### src/rtl/pll_lock_supervisor.sv
// Sequences PLL power-up, waits for a qualified lock, and holds the fabric in
// reset until lock has been stable long enough. It also counts lock losses and timeouts.
module pll_lock_supervisor #(
  parameter int unsigned POWERDOWN_CYCLES    = 16,
  parameter int unsigned LOCK_TIMEOUT_CYCLES = 50000,
  parameter int unsigned STABLE_CYCLES       = 1024
) (
  input  logic       Clock,
  input  logic       Reset,
  input  logic       PLL_LOCK,
  input  logic       Relock_Req,
  output logic       PLL_POWERDOWN_N,
  output logic       Fabric_Reset,
  output logic       Ready,
  output logic [7:0] Lost_Count,
  output logic [7:0] Timeout_Count,
  output logic [1:0] State
);

  localparam logic [1:0] ST_POWERDOWN = 2'd0;
  localparam logic [1:0] ST_WAIT_LOCK = 2'd1;
  localparam logic [1:0] ST_STABLE    = 2'd2;
  localparam logic [1:0] ST_RUN       = 2'd3;

  localparam logic [15:0] PD_LAST      = 16'(POWERDOWN_CYCLES - 1);
  localparam logic [15:0] TIMEOUT_LAST = 16'(LOCK_TIMEOUT_CYCLES - 1);
  localparam logic [15:0] STABLE_LAST  = 16'(STABLE_CYCLES - 1);

  logic        sync1_q, sync1_d;
  logic        lock_s_q, lock_s_d;
  logic [1:0]  state_q, state_d;
  logic [15:0] cnt_q, cnt_d;
  logic [7:0]  lost_q, lost_d;
  logic [7:0]  timeout_q, timeout_d;
  logic        pd_n_q, pd_n_d;
  logic        fab_rst_q, fab_rst_d;
  logic        ready_q, ready_d;

  // Raw lock is asynchronous; only the second synchroniser stage feeds the FSM.
  always_comb begin
    sync1_d  = PLL_LOCK;
    lock_s_d = sync1_q;
  end

  always_comb begin
    state_d   = state_q;
    cnt_d     = cnt_q + 16'd1;
    lost_d    = lost_q;
    timeout_d = timeout_q;

    case (state_q)
      ST_POWERDOWN: begin
        if (Relock_Req) begin
          cnt_d = 16'd0;
        end else if (cnt_q == PD_LAST) begin
          state_d = ST_WAIT_LOCK;
        end
      end
      ST_WAIT_LOCK: begin
        if (Relock_Req) begin
          state_d = ST_POWERDOWN;
        end else if (lock_s_q) begin
          state_d = ST_STABLE;
        end else if (cnt_q == TIMEOUT_LAST) begin
          state_d   = ST_POWERDOWN;
          timeout_d = (timeout_q == 8'hFF) ? timeout_q : timeout_q + 8'd1;
        end
      end
      ST_STABLE: begin
        if (Relock_Req) begin
          state_d = ST_POWERDOWN;
        end else if (!lock_s_q) begin
          state_d = ST_WAIT_LOCK;
        end else if (cnt_q == STABLE_LAST) begin
          state_d = ST_RUN;
        end
      end
      ST_RUN: begin
        // The counter has no job in RUN; hold it rather than let it wrap.
        cnt_d = cnt_q;
        // A loss is counted even when a relock request arrives on the same cycle.
        if (!lock_s_q) begin
          lost_d = (lost_q == 8'hFF) ? lost_q : lost_q + 8'd1;
        end
        if (Relock_Req || !lock_s_q) begin
          state_d = ST_POWERDOWN;
        end
      end
      default: begin
        state_d = ST_POWERDOWN;
      end
    endcase

    if (state_d != state_q) begin
      cnt_d = 16'd0;
    end
  end

  // Outputs are decoded from the next state so each registered output
  // changes on the same edge as the state it describes.
  always_comb begin
    pd_n_d    = (state_d != ST_POWERDOWN);
    fab_rst_d = (state_d != ST_RUN);
    ready_d   = (state_d == ST_RUN);
  end

  always_ff @(posedge Clock or posedge Reset) begin
    if (Reset) begin
      sync1_q   <= 1'b0;
      lock_s_q  <= 1'b0;
      state_q   <= ST_POWERDOWN;
      cnt_q     <= 16'd0;
      lost_q    <= 8'd0;
      timeout_q <= 8'd0;
      pd_n_q    <= 1'b0;
      fab_rst_q <= 1'b1;
      ready_q   <= 1'b0;
    end else begin
      sync1_q   <= sync1_d;
      lock_s_q  <= lock_s_d;
      state_q   <= state_d;
      cnt_q     <= cnt_d;
      lost_q    <= lost_d;
      timeout_q <= timeout_d;
      pd_n_q    <= pd_n_d;
      fab_rst_q <= fab_rst_d;
      ready_q   <= ready_d;
    end
  end

  assign PLL_POWERDOWN_N = pd_n_q;
  assign Fabric_Reset    = fab_rst_q;
  assign Ready           = ready_q;
  assign Lost_Count      = lost_q;
  assign Timeout_Count   = timeout_q;
  assign State           = state_q;

endmodule

### config.mk
export PLATFORM = sky130hd
export DESIGN_NAME = pll_lock_supervisor
export DESIGN_NICKNAME = d
export VERILOG_FILES = /design/src/rtl/pll_lock_supervisor.sv
export SDC_FILE = /design/constraint.sdc
export NUM_CORES = 1
export LEC_CHECK = 0
export ABC_AREA = 1
export BUFFER_PORTS_ARGS = -buffer_cell sky130_fd_sc_hd__buf_4
export CAP_MARGIN = 10
export CELL_PAD_IN_SITES_DETAIL_PLACEMENT = 1
export CELL_PAD_IN_SITES_GLOBAL_PLACEMENT = 1
export CORE_ASPECT_RATIO = 1.5
export CORE_MARGIN = 5
export CORE_UTILIZATION = 40
export DETAILED_ROUTE_END_ITERATION = 8
export HOLD_SLACK_MARGIN = 0.02
export PLACE_DENSITY_LB_ADDON = 0.1
export RECOVER_POWER = 100
export SETUP_SLACK_MARGIN = 0.02
export SYNTH_ARGS = -nofsm -noshare
export SYNTH_HDL_FRONTEND = slang
export SYNTH_SLANG_ARGS = --single-unit
### constraint.sdc
create_clock -name Clock -period 3.7 [get_ports Clock]
set_input_delay 0.74 -clock Clock [delete_from_list [all_inputs] [get_ports Clock]]
set_output_delay 0.74 -clock Clock [all_outputs]
set_load 0.01 [all_outputs]
## Word level (Yosys, flattened, before mapping)

Index checks and enable logic that the tools add are counted.

- Flip-flop bits (word level): 39
- Output and inout bits: 21
- Input bits: 4
- Logic and storage cells: 47

- Reductions and logical operators: 6
- Equality and inequality tests: 12
- Bitwise gates (word level): 4
- Add/sub/neg operators: 3
- Muxes and demuxes: 13

Operators with widths:

| operator | number |
|---|---|
| 16-bit two-way mux | 2 |
| 16-bit case mux with 2 select lines | 1 |
| 2-bit two-way mux | 9 |
| 16-bit by 1-bit adder with 16-bit output (second input constant) | 1 |
| 8-bit by 1-bit adder with 8-bit output (second input constant) | 2 |
| 16-bit by 10-bit == test with 1-bit output (second input constant) | 1 |
| 16-bit == test (second input constant) | 1 |
| 16-bit by 4-bit == test with 1-bit output (second input constant) | 1 |
| 8-bit == test (second input constant) | 2 |
| 2-bit case mux with 4 select lines | 1 |
| 2-bit == test (second input constant) | 3 |
| 5-bit AND reduction | 1 |
| 2-bit inequality test (second input constant) | 2 |
| 1-bit NOT | 4 |
| 3-bit AND reduction | 1 |
| 2-bit by 1-bit == test with 1-bit output (second input constant) | 1 |
| 2-bit logical NOT | 1 |
| 2-bit inequality test | 1 |
| 2-bit nonzero test | 1 |
| 1-bit logical NOT | 1 |
| 1-bit logical OR | 1 |

## Depth between registers and ports, before layout

- Word-level depth: 7
- Depth in mapped cells: 15
- Depth with buffers taken out: 13

## Least setup slack after synthesis

OpenSTA, ideal clock, no wires.

- Path kind: input to register
- Start: in Relock_Req
- End: reg cnt_q[2]
- Library setup time: 0.118 ns
- Stages on the path: 9
- Buffers on the path: 1
- Required time: 3.582 ns
- Arrival: 1.627 ns
- Path slack: 1.955 ns
- Cell sequence: nor2_2 -> inv_2 -> nor2_4 -> nor2_1 -> nand2_2 -> nand3_4 -> buf_6 -> nand4_1 -> nand2_1

- Longest elaborated chain between the ends: 5
- Elaborated cells on any way between the ends: 11
- Those cells by class: 2 x eq/ne; 8 x mux; 1 x reduce/logical

Ends and longest elaborated chain:

| element | RTL line | RTL |
|---|---|---|
| start: declaration | 11 | `input logic Relock_Req,` |
| 1-bit logical OR | 85 | `if (Relock_Req \|\| !lock_s_q) begin` |
| 2-bit two-way mux | 85 |  |
| 2-bit case mux with 4 select lines | 51 | `case (state_q)` |
| 2-bit inequality test | 94 | `if (state_d != state_q) begin` |
| 2-bit inequality test (no line) / 16-bit two-way mux (equally long branches) | -- |  |
| end signal: assignment | 122 | `cnt_q <= cnt_d;` |
| end: declaration | 32 | `logic [15:0] cnt_q, cnt_d;` |

Several ways; a longest one is shown, not always the timed one.
A chain may end at the register's enable or synchronous reset.

## Worst setup path in the final report

- Start: reg cnt_q[0]
- End: reg cnt_q[15]

- Longest elaborated chain between the ends: 7
- Elaborated cells on any way between the ends: 18
- Those cells by class: 1 x add/sub; 5 x eq/ne; 12 x mux

Ends and longest elaborated chain:

| element | RTL line |
|---|---|
| 16-bit by 10-bit == test with 1-bit output / 16-bit == test (equally long branches) | 74, 64 |
| 2-bit two-way mux, on equally long branches | 74, 64 |
| 2-bit two-way mux, on equally long branches | 72, 62 |
| 2-bit two-way mux, on equally long branches | 70, 60 |
| 2-bit case mux with 4 select lines | 51 |
| 2-bit inequality test | 94 |
| 2-bit inequality test (no line) / 16-bit two-way mux (equally long branches) | -- |

Several ways; a longest one is shown, not always the timed one.

==> flow_metrics.tcl <==
set metrics [dict create \
    drc_errors 0 \
    setup_tns_ns 0 \
    reg2reg_from "cnt_q[0]" \
    cts_resized 0 \
    diodes 0 \
    grtUsageMet3_pct 2.90 \
    seq_power_share_pct 46.3 \
    final_cell_area_um2 2560 \
    fp-row-count 34 \
    crit_path_start "cnt_q[0]" \
    place_hpwl_mm 4.19 \
    rsz0062_at_grt "false" \
    power_leakage_uw 0.00135 \
    intPower_uw 715 \
    met1_usage_pct 18.0 \
    p_sw_share_pct 32.8 \
    reg2reg_to "cnt_q[15]" \
    ys_seq_area_share_pct 42.0 \
    pre_cts_ws_ns 1.39 \
    layout_setup_ws_ns 1.17 \
    syn_nets 302 \
    die_x_um 72.3 \
    wl_per_cell_um 14.4 \
    holdPathEnd "lock_s_q" \
    synth.avg_cell_area_um2 7.89 \
    grt_max_degree 40 \
    insertion_delay_ns 0.30 \
    use_met2_pct 31.4 \
    switching_power_uw 349 \
    cp_max_fo 16 \
    clk_path_buf_depth 2 \
    finalCriticalPeriod_ns 2.53 \
    hold_viol 0 \
    cts_root_buf "clkbuf_8" \
    final.period_utilization_pct 68.3 \
    io_buffers 24 \
    syn_inst 295 \
    crit_type "flop to flop" \
    htree_levels 2 \
    final_layout_size_suffix_gt1_share_pct 9.57 \
    overflow 0 \
    max_freq_mhz 396 \
    combPwrFrac_pct 19.7 \
    grt_pass1_vias 2074 \
    first_pass_iters 4 \
    postCtsHoldBufs 0 \
    fin_worst_skew_ns 0.00827 \
    arrival_ns 2.71 \
    top_usage_layer "met2" \
    antenna_found_initial 0 \
    vias 1956 \
    hold_path.class "flop to flop" \
    end_kind "flop" \
    core_um2 5740 \
    synth.distinct_cells 30 \
    status "completed" \
    synth_warnings 0 \
    cp_slowest_cell "nand3_1" \
    holdCritStartpoint "lock_s_d" \
    die_h_um 103 \
    routed_wl_mm 5.72 \
    initial_core_util_pct 40.5 \
    synth_area_um2 2330 \
    cp_data_required_time_ns 3.88 \
    routabilityCongestion 0.789 \
    regToRegSetupSlack_ns 1.17 \
    nets 330 \
    p_per_area_nw_per_um2 416 \
    tightest_slew_ns 0.687 \
    dieArea_um2 7480 \
    worstPathCellList "ha_1 -> nand3_1 -> inv_1 -> nand2_1 -> o31ai_1 -> nand3_1 -> nand4_1 -> nand2_1" \
    drv_slew 0 \
    cts_tree "done" \
    grt.total_usage_pct 16.7 \
    viasPerCell 4.94 \
    maxCapViolations 0 \
    setup_viol 0 \
    path_clk_slew_ns 0.08 \
    postCtsSetupBuffers 0 \
    ir_worst_vdd_uv 199 \
    num_io_pins 25 \
    grt_pass1_wl_mm 9.58 \
    place_area_um2 2560 \
    cp-start-kind "flop" \
    hold_ws_ns 0.350 \
    cts_sinks 39 \
    area_growth_pct 9.78 \
    reg2reg_depth 8 \
    slew_headroom_pct 54.1 \
    power_frac_clock_pct 34.0 \
    worstHoldPathCells 0 \
    max_stage_delay_ns 0.58 \
    ant_nets 0 \
    drt-initial-drc-count 24 \
    cts_made_buffers 5 \
    ys_ff_latch 39 \
]
cell type report:
class,instances,area [um^2]
clock buffers,5,68.8
repair buffers,25,109
multi-input cells,202,1070
fillers,751,3190
inverters,50,193
well taps,72,90.1
flip-flops and latches,39,977
clock inverters,3,43.8
stage by stage:
| step | std cells | util [%] | total power [uW] |
|---|---|---|---|
| 2_1_floorplan | 295 | - | 677 |
| 3_3_place_gp | 388 | 44.6 | 742 |
| 3_5_place_dp | 388 | 44.6 | 748 |
| 4_1_cts | 396 | 46.6 | 1110 |
| 5_1_grt | 396 | 44.5 | 1120 |
| 6_report | 396 | 44.5 | 1060 |
metal layers:
metal | share of wire, % | vias up
met5 | 0 | -
met3 | 3.3 | 15
met1 | 41 | 934
li1 | - | 982
met2 | 54 | 25
met4 | 2.3 | 0
worst max-delay path by stage:
stage	to	depth (start not counted)
after floorplan	cnt_q[2]	9
after global placement	cnt_q[13]	9
after detailed placement	cnt_q[4]	9
after CTS	cnt_q[12]	9
after global routing	cnt_q[3]	8
final	cnt_q[15]	8
critical path, delay by kind of cell (launching register included):
kind / cells / cell delay (ns)
AND/OR/NAND/NOR: 5 / 1.31
AO/OA/AOI/OAI: 1 / 0.33
flip-flops: 1 / 0.40
adder cells (fa/ha/maj): 1 / 0.20
buffers and inverters: 1 / 0.16
flip-flops by register name, summed over array words and instances (netlist names):
name,flops
cnt_q,16
Lost_Count,8
Timeout_Count,8
State,2
Fabric_Reset,1
PLL_POWERDOWN_N,1
Ready,1
lock_s_d,1
lock_s_q,1
kinds of logic after synthesis:
kind of cell / count (synthesis) / synth area share [%]
simple gates: 165 / 33.8
fa+ha+maj: 3 / 1.61
xor+xnor: 25 / 9.40
buf+inv: 54 / 10.1
flops: 39 / 42.0
compound gates: 9 / 3.12
cells in the mapped netlist:
cell | number | area [um^2]
nand4_1 | 23 | 144
o21ai_0 | 4 | 20.0
nand3_2 | 1 | 10.0
xor2_1 | 19 | 166
nor4_1 | 2 | 12.5
nor2_2 | 3 | 18.8
dlygate4sd1_1 | 1 | 8.76
clkinv_4 | 1 | 8.76
nor2_4 | 2 | 22.5
buf_8 | 1 | 15.0
nor3_2 | 1 | 10.0
a21oi_1 | 1 | 5.00
dfrtp_1 | 38 | 951
a21oi_2 | 1 | 8.76
nor2_1 | 32 | 120
nor3_1 | 4 | 20.0
buf_4 | 1 | 7.51
inv_2 | 4 | 15.0
o31ai_4 | 1 | 21.3
o2111ai_1 | 1 | 8.76
nand2_1 | 73 | 274
buf_6 | 1 | 11.3
ha_1 | 3 | 37.5
nand2_2 | 8 | 50.1
inv_1 | 45 | 169
a41oi_1 | 1 | 8.76
dfstp_2 | 1 | 26.3
xnor2_1 | 6 | 52.6
nand3_4 | 2 | 35.0
nand3_1 | 14 | 70.1
power by group through the flow:
stage / clock, uW / sequential [uW] / combinational (uW)
after global placement: 0 / 503 / 239
after CTS: 374 / 495 / 243
final: 362 / 493 / 210
after floorplan: 0 / 502 / 175
after global routing: 386 / 499 / 237
after detailed placement: 0 / 504 / 244
layout by cell type, fill, tap and decap left out:
cell | netlist | layout
nand2_1 | 73 | 73
inv_1 | 45 | 47
dfrtp_1 | 38 | 38
nor2_1 | 32 | 33
nand4_1 | 23 | 23
clkbuf_1 | 0 | 21
xor2_1 | 19 | 19
nand3_1 | 14 | 16
nand2_2 | 8 | 8
xnor2_1 | 6 | 6
clkbuf_8 | 0 | 5
nor3_1 | 4 | 4
o21ai_0 | 4 | 4
ha_1 | 3 | 3
inv_2 | 4 | 2
nor2_4 | 2 | 2
nor2_2 | 3 | 2
nor4_1 | 2 | 2
clkinv_4 | 1 | 2
clkbuf_4 | 0 | 2
buf_4 | 1 | 2
dfstp_2 | 1 | 1
a21oi_2 | 1 | 1
nand3_2 | 1 | 1
a21oi_1 | 1 | 1
o31ai_1 | 0 | 1
o2111ai_1 | 1 | 1
nor3_2 | 1 | 1
a41oi_1 | 1 | 1
clkinv_2 | 0 | 1
bufinv_16 | 0 | 1
No activity file was read; power rests on OpenSTA's default activity.
